`src/rtl/logic_unit_pipe.sv`:
```
// ---------------------------------------------------------------------------
// logic_unit_pipe
//
// Two-stage pipelined bitwise logic unit with valid/ready handshakes on both
// sides. Each accepted transaction applies one of eight bitwise functions to
// two WIDTH-bit operands. The result leaves with zero and parity flags. A
// counter tracks how many results the consumer has taken.
//
// Ports:
//   i_clk     rising-edge clock
//   i_rst_n   asynchronous active-low reset
//   i_valid   upstream transaction valid
//   o_ready   block can accept a transaction this cycle (combinational)
//   i_op      opcode: 0 NOT a, 1 AND, 2 OR, 3 NAND, 4 NOR, 5 XOR, 6 XNOR, 7 PASS a
//   i_a       operand A
//   i_b       operand B (ignored for NOT and PASS)
//   o_valid   result valid
//   i_ready   downstream accepts result
//   o_y       result
//   o_zero    o_y == 0
//   o_parity  XOR-reduction of o_y
//   o_count   number of results accepted downstream (wraps)
// ---------------------------------------------------------------------------
module logic_unit_pipe #(
    parameter int WIDTH = 8,
    parameter int CNT_W = 16
) (
    input  logic             i_clk,
    input  logic             i_rst_n,
    input  logic             i_valid,
    output logic             o_ready,
    input  logic [2:0]       i_op,
    input  logic [WIDTH-1:0] i_a,
    input  logic [WIDTH-1:0] i_b,
    output logic             o_valid,
    input  logic             i_ready,
    output logic [WIDTH-1:0] o_y,
    output logic             o_zero,
    output logic             o_parity,
    output logic [CNT_W-1:0] o_count
);

    logic             v1;
    logic             v2;
    logic [2:0]       op1;
    logic [WIDTH-1:0] a1;
    logic [WIDTH-1:0] b1;
    logic             adv1;
    logic             adv2;
    logic [WIDTH-1:0] f;

    // Stage 2 can take new content when it is empty or its result is leaving.
    // Stage 1 can take new content when it is empty or it is moving forward.
    assign adv2    = !v2 || i_ready;
    assign adv1    = !v1 || adv2;
    assign o_ready = adv1;
    assign o_valid = v2;

    always_comb begin
        f = '0;
        case (op1)
            3'd0: f = ~a1;
            3'd1: f = a1 & b1;
            3'd2: f = a1 | b1;
            3'd3: f = ~(a1 & b1);
            3'd4: f = ~(a1 | b1);
            3'd5: f = a1 ^ b1;
            3'd6: f = ~(a1 ^ b1);
            3'd7: f = a1;
        endcase
    end

    // Capture stage. When stage 1 moves on without a new transfer it becomes
    // a bubble; operand registers only load on a real transfer so idle inputs
    // never disturb its contents.
    always_ff @(posedge i_clk or negedge i_rst_n) begin
        if (!i_rst_n) begin
            v1  <= 1'b0;
            op1 <= '0;
            a1  <= '0;
            b1  <= '0;
        end else if (adv1) begin
            v1 <= i_valid;
            if (i_valid) begin
                op1 <= i_op;
                a1  <= i_a;
                b1  <= i_b;
            end
        end
    end

    // Output stage. Flags come from the freshly computed function, so they
    // always describe the value being loaded rather than the previous o_y.
    // Bubbles leave o_y untouched to keep the result bus quiet while idle.
    always_ff @(posedge i_clk or negedge i_rst_n) begin
        if (!i_rst_n) begin
            v2       <= 1'b0;
            o_y      <= '0;
            o_zero   <= 1'b0;
            o_parity <= 1'b0;
        end else if (adv2) begin
            v2 <= v1;
            if (v1) begin
                o_y      <= f;
                o_zero   <= (f == '0);
                o_parity <= ^f;
            end
        end
    end

    // Completed-transaction counter; wraps naturally at 2^CNT_W.
    always_ff @(posedge i_clk or negedge i_rst_n) begin
        if (!i_rst_n) begin
            o_count <= '0;
        end else if (v2 && i_ready) begin
            o_count <= o_count + 1'b1;
        end
    end

endmodule

```
`config.mk`:
```
export PLATFORM = sky130hd
export DESIGN_NAME = logic_unit_pipe
export DESIGN_NICKNAME = d
export VERILOG_FILES = /design/src/rtl/logic_unit_pipe.sv
export SDC_FILE = /design/constraint.sdc
export NUM_CORES = 1
export LEC_CHECK = 0
export BUFFER_PORTS_ARGS = -buffer_cell sky130_fd_sc_hd__buf_2
export CORE_MARGIN = 4
export CORE_UTILIZATION = 45
export CTS_CLUSTER_DIAMETER = 120
export CTS_CLUSTER_SIZE = 40
export DETAILED_ROUTE_END_ITERATION = 7
export PLACE_DENSITY = 0.66
export REMOVE_ABC_BUFFERS = 1
export SLEW_MARGIN = 20
export SYNTH_ARGS = -nofsm -noshare
export SYNTH_HDL_FRONTEND = slang
export SYNTH_SLANG_ARGS = --single-unit
```
`constraint.sdc`:
```
create_clock -name i_clk -period 2.8 [get_ports i_clk]
set_input_delay 0.7 -clock i_clk [delete_from_list [all_inputs] [get_ports i_clk]]
set_output_delay 0.7 -clock i_clk [all_outputs]
set_load 0.02 [all_outputs]
```
==> metrics.cfg <==
[logic_synthesis]
ys_types=66
netlist_area_um2=2989
netlist.area_leader.share_pct=39.35
yosysTopAreaCell=dfrtp_1
synth_edf_count=0
synthCells=276
synth-seq-cells=47
syn_avg_cell_area_um2=10.83
synthArstFlopShare_pct=100.0
yosys-top-cells-area=dfrtp_1, ha_1, mux2_2
yosysSeqAreaShare_pct=39.35
synth_flop_cell=dfrtp_1
synth_warnings=0

[setup_path]
required_ns=2.98
path_class=reg2reg
cp-end-kind=register
start_kind=register
cp_data_arrival_time_ns=2.64
path_max_fanout=17

[route]
drt_iter0_drc=60
vias_per_cell=5.370
drc_errors=0
vias=2175
dr.pass1.iters=4
ant_nets=0
wl_per_cell_um=14.49
wl_um=5870

[floorplanning]
core_um2=6386
die_area_um2=8010
rows=29
dieWidth_um=89.50
fp.dieH_um=89.50
start_util_pct=46.81
pin_count=51

[sta]
setup_viol=0
rsz0062_at_grt=false
worst_slew_pin_slew_ns=0.6386
fin_skew_ns=0.003203
hold_viol_final=0
fin_crit_ns=2.454
timing.fmax_mhz=407.5
period_share_pct=87.64
relSlewSlack_pct=57.42
tns_ns=0
holdWs_ns=0.3401
slew_violations=0
postLayoutSetupSlackWorst_ns=0.3460

[global_routing]
grt_pass1_wl_um=9618
grt_max_degree=29
antenna_found_initial=0
grtUsageTotal_pct=15.52
overflow=0
grt_pass1_vias=2016

[pwr]
p_leak_nw=1.635
switching_share_pct=36.87
p_seq_share_pct=39.5
internal-power_mw=1.553
pwr-share-comb_pct=40.7
p_switching_mw=0.9071
powerDensity_nw_per_um2=723.7
clkPwrFrac_pct=19.8
vdd_drop_max_v=0.0003275

[cts]
cts-root-buf=clkbuf_8
ctsHtreeMaxLevel=2
cts_buffer_depth=2
path_clk_slew_ns=0.08
cts_resized=0
cts_setup_buffers=0
tritoncts=yes
numCtsBuffers=5
clock_latency_ns=0.30
clock_sinks=47
hold_buffers=0

[status]
status=finished clean

[cells_and_area]
stdcell_area_um2=3400
final_net_count=372
layout_commonest_cell=buf_2
ff_latch_area_um2=1176
final_core_util_pct=53.23
multi_input_area_um2=1643
antenna_cells=0
final_cell_mix=buf_2, dfrtp_1, mux2_2, ha_1
syn_to_final_growth_pct=13.73
drive_gt1_share_pct=32.62
n_fill_cell=596

[place]
place_hpwl_um=4409
place_ws_ns=0.3681
gp_congestion=0.8026
io_buffer_count=50
place_area_um2=3293

[job]
drv_cap=0

[min_path]
worstHoldPathType=in2async

==> layout make-up <==
class,instances,share of cell area (%)
clock buffers,5,2.024
clock inverters,2,1.104
inverters,20,2.208
multi-input cells,197,48.33
flip-flops and latches,47,34.60
well taps,77,2.834
repair buffers,57,8.907
==> Yosys cell counts, types with 2 or more instances <==
cell type	number
buf_2	4
dfrtp_1	47
mux2_2	21
xnor2_1	13
nor2b_1	2
and2b_1	2
o221ai_2	2
nand4_1	7
mux2_4	2
buf_4	4
nor3b_1	3
o32a_1	2
o21ai_1	3
a21o_1	3
mux2i_1	8
nand2_1	19
buf_6	4
nand2b_1	12
o21ai_0	6
a21oi_1	7
xor2_1	5
nor3_2	2
a2111oi_0	2
nor3_1	4
and3_1	2
a221o_1	2
nor2_1	11
inv_1	19
ha_1	21
==> worst max-delay path: stages (launching register included) <==
cell	delay (ns)
dfrtp_1	0.72
buf_4	0.27
mux2_4	0.31
a211oi_2	0.19
and3_1	0.20
ha_1	0.24
xnor2_1	0.19
xnor2_1	0.13
o21ai_0	0.09
==> power groups by stage <==
stage          logic [mW]  clock network [mW]  registers [mW]
4_1_cts              1.01               0.503           0.971
6_report             1.00               0.487           0.972
3_3_place_gp        0.988                   0           0.979
5_1_grt              1.11               0.528           0.997
2_1_floorplan       0.609                   0            1.09
3_5_place_dp         1.01                   0           0.985
==> metal layers <==
| metal | GRT usage, % | wire length (um) | vias up |
|---|---|---|---|
| met5 | 0 | 0 | - |
| li1 | - | - | 1096 |
| met2 | 24.31 | 2789 | 33 |
| met1 | 21.60 | 2812 | 1040 |
| met4 | 4.465 | 77 | 0 |
| met3 | 3.410 | 190 | 6 |
==> through the flow <==
step                      total power [mW]  std cells
after detailed placement             1.995        398
after global routing                 2.631        405
final                                2.460        405
after global placement               1.967        398
after floorplan                      1.699        264
after CTS                            2.487        405
==> path summary, 6_finish.rpt <==
path	from	slack [ns]	to	depth (start not counted)
setup / recovery	op1[2]	0.35	o_parity	8
hold / removal	i_rst_n	0.34	a1[0]	1
setup reg to reg	op1[2]	0.35	o_parity	8
hold reg to reg	o_count[15]	0.47	o_count[15]	1
max in group asynchronous	i_rst_n	1.76	o_count[6]	2
min in group i_clk	o_count[15]	0.47	o_count[15]	1
==> registers in the layout, indices dropped and copies added, names as in the netlist <==
name and count:
o_count 16, a1 8, b1 8, o_y 8, op1 3, o_parity 1
o_valid 1, o_zero 1, v1 1
==> cells by family (layout without fill, tap and decap cells) <==
| logic type | Yosys count | in the layout | share of synthesized area [%] |
|---|---|---|---|
| fa+ha+maj | 21 | 21 | 8.790 |
| flops | 47 | 47 | 39.35 |
| simple gates | 82 | 82 | 16.99 |
| mux | 31 | 31 | 11.60 |
| buf+inv | 32 | 84 | 5.693 |
| xor+xnor | 18 | 18 | 5.274 |
| compound gates | 45 | 45 | 12.31 |
Power figures use the tool's default switching activity.
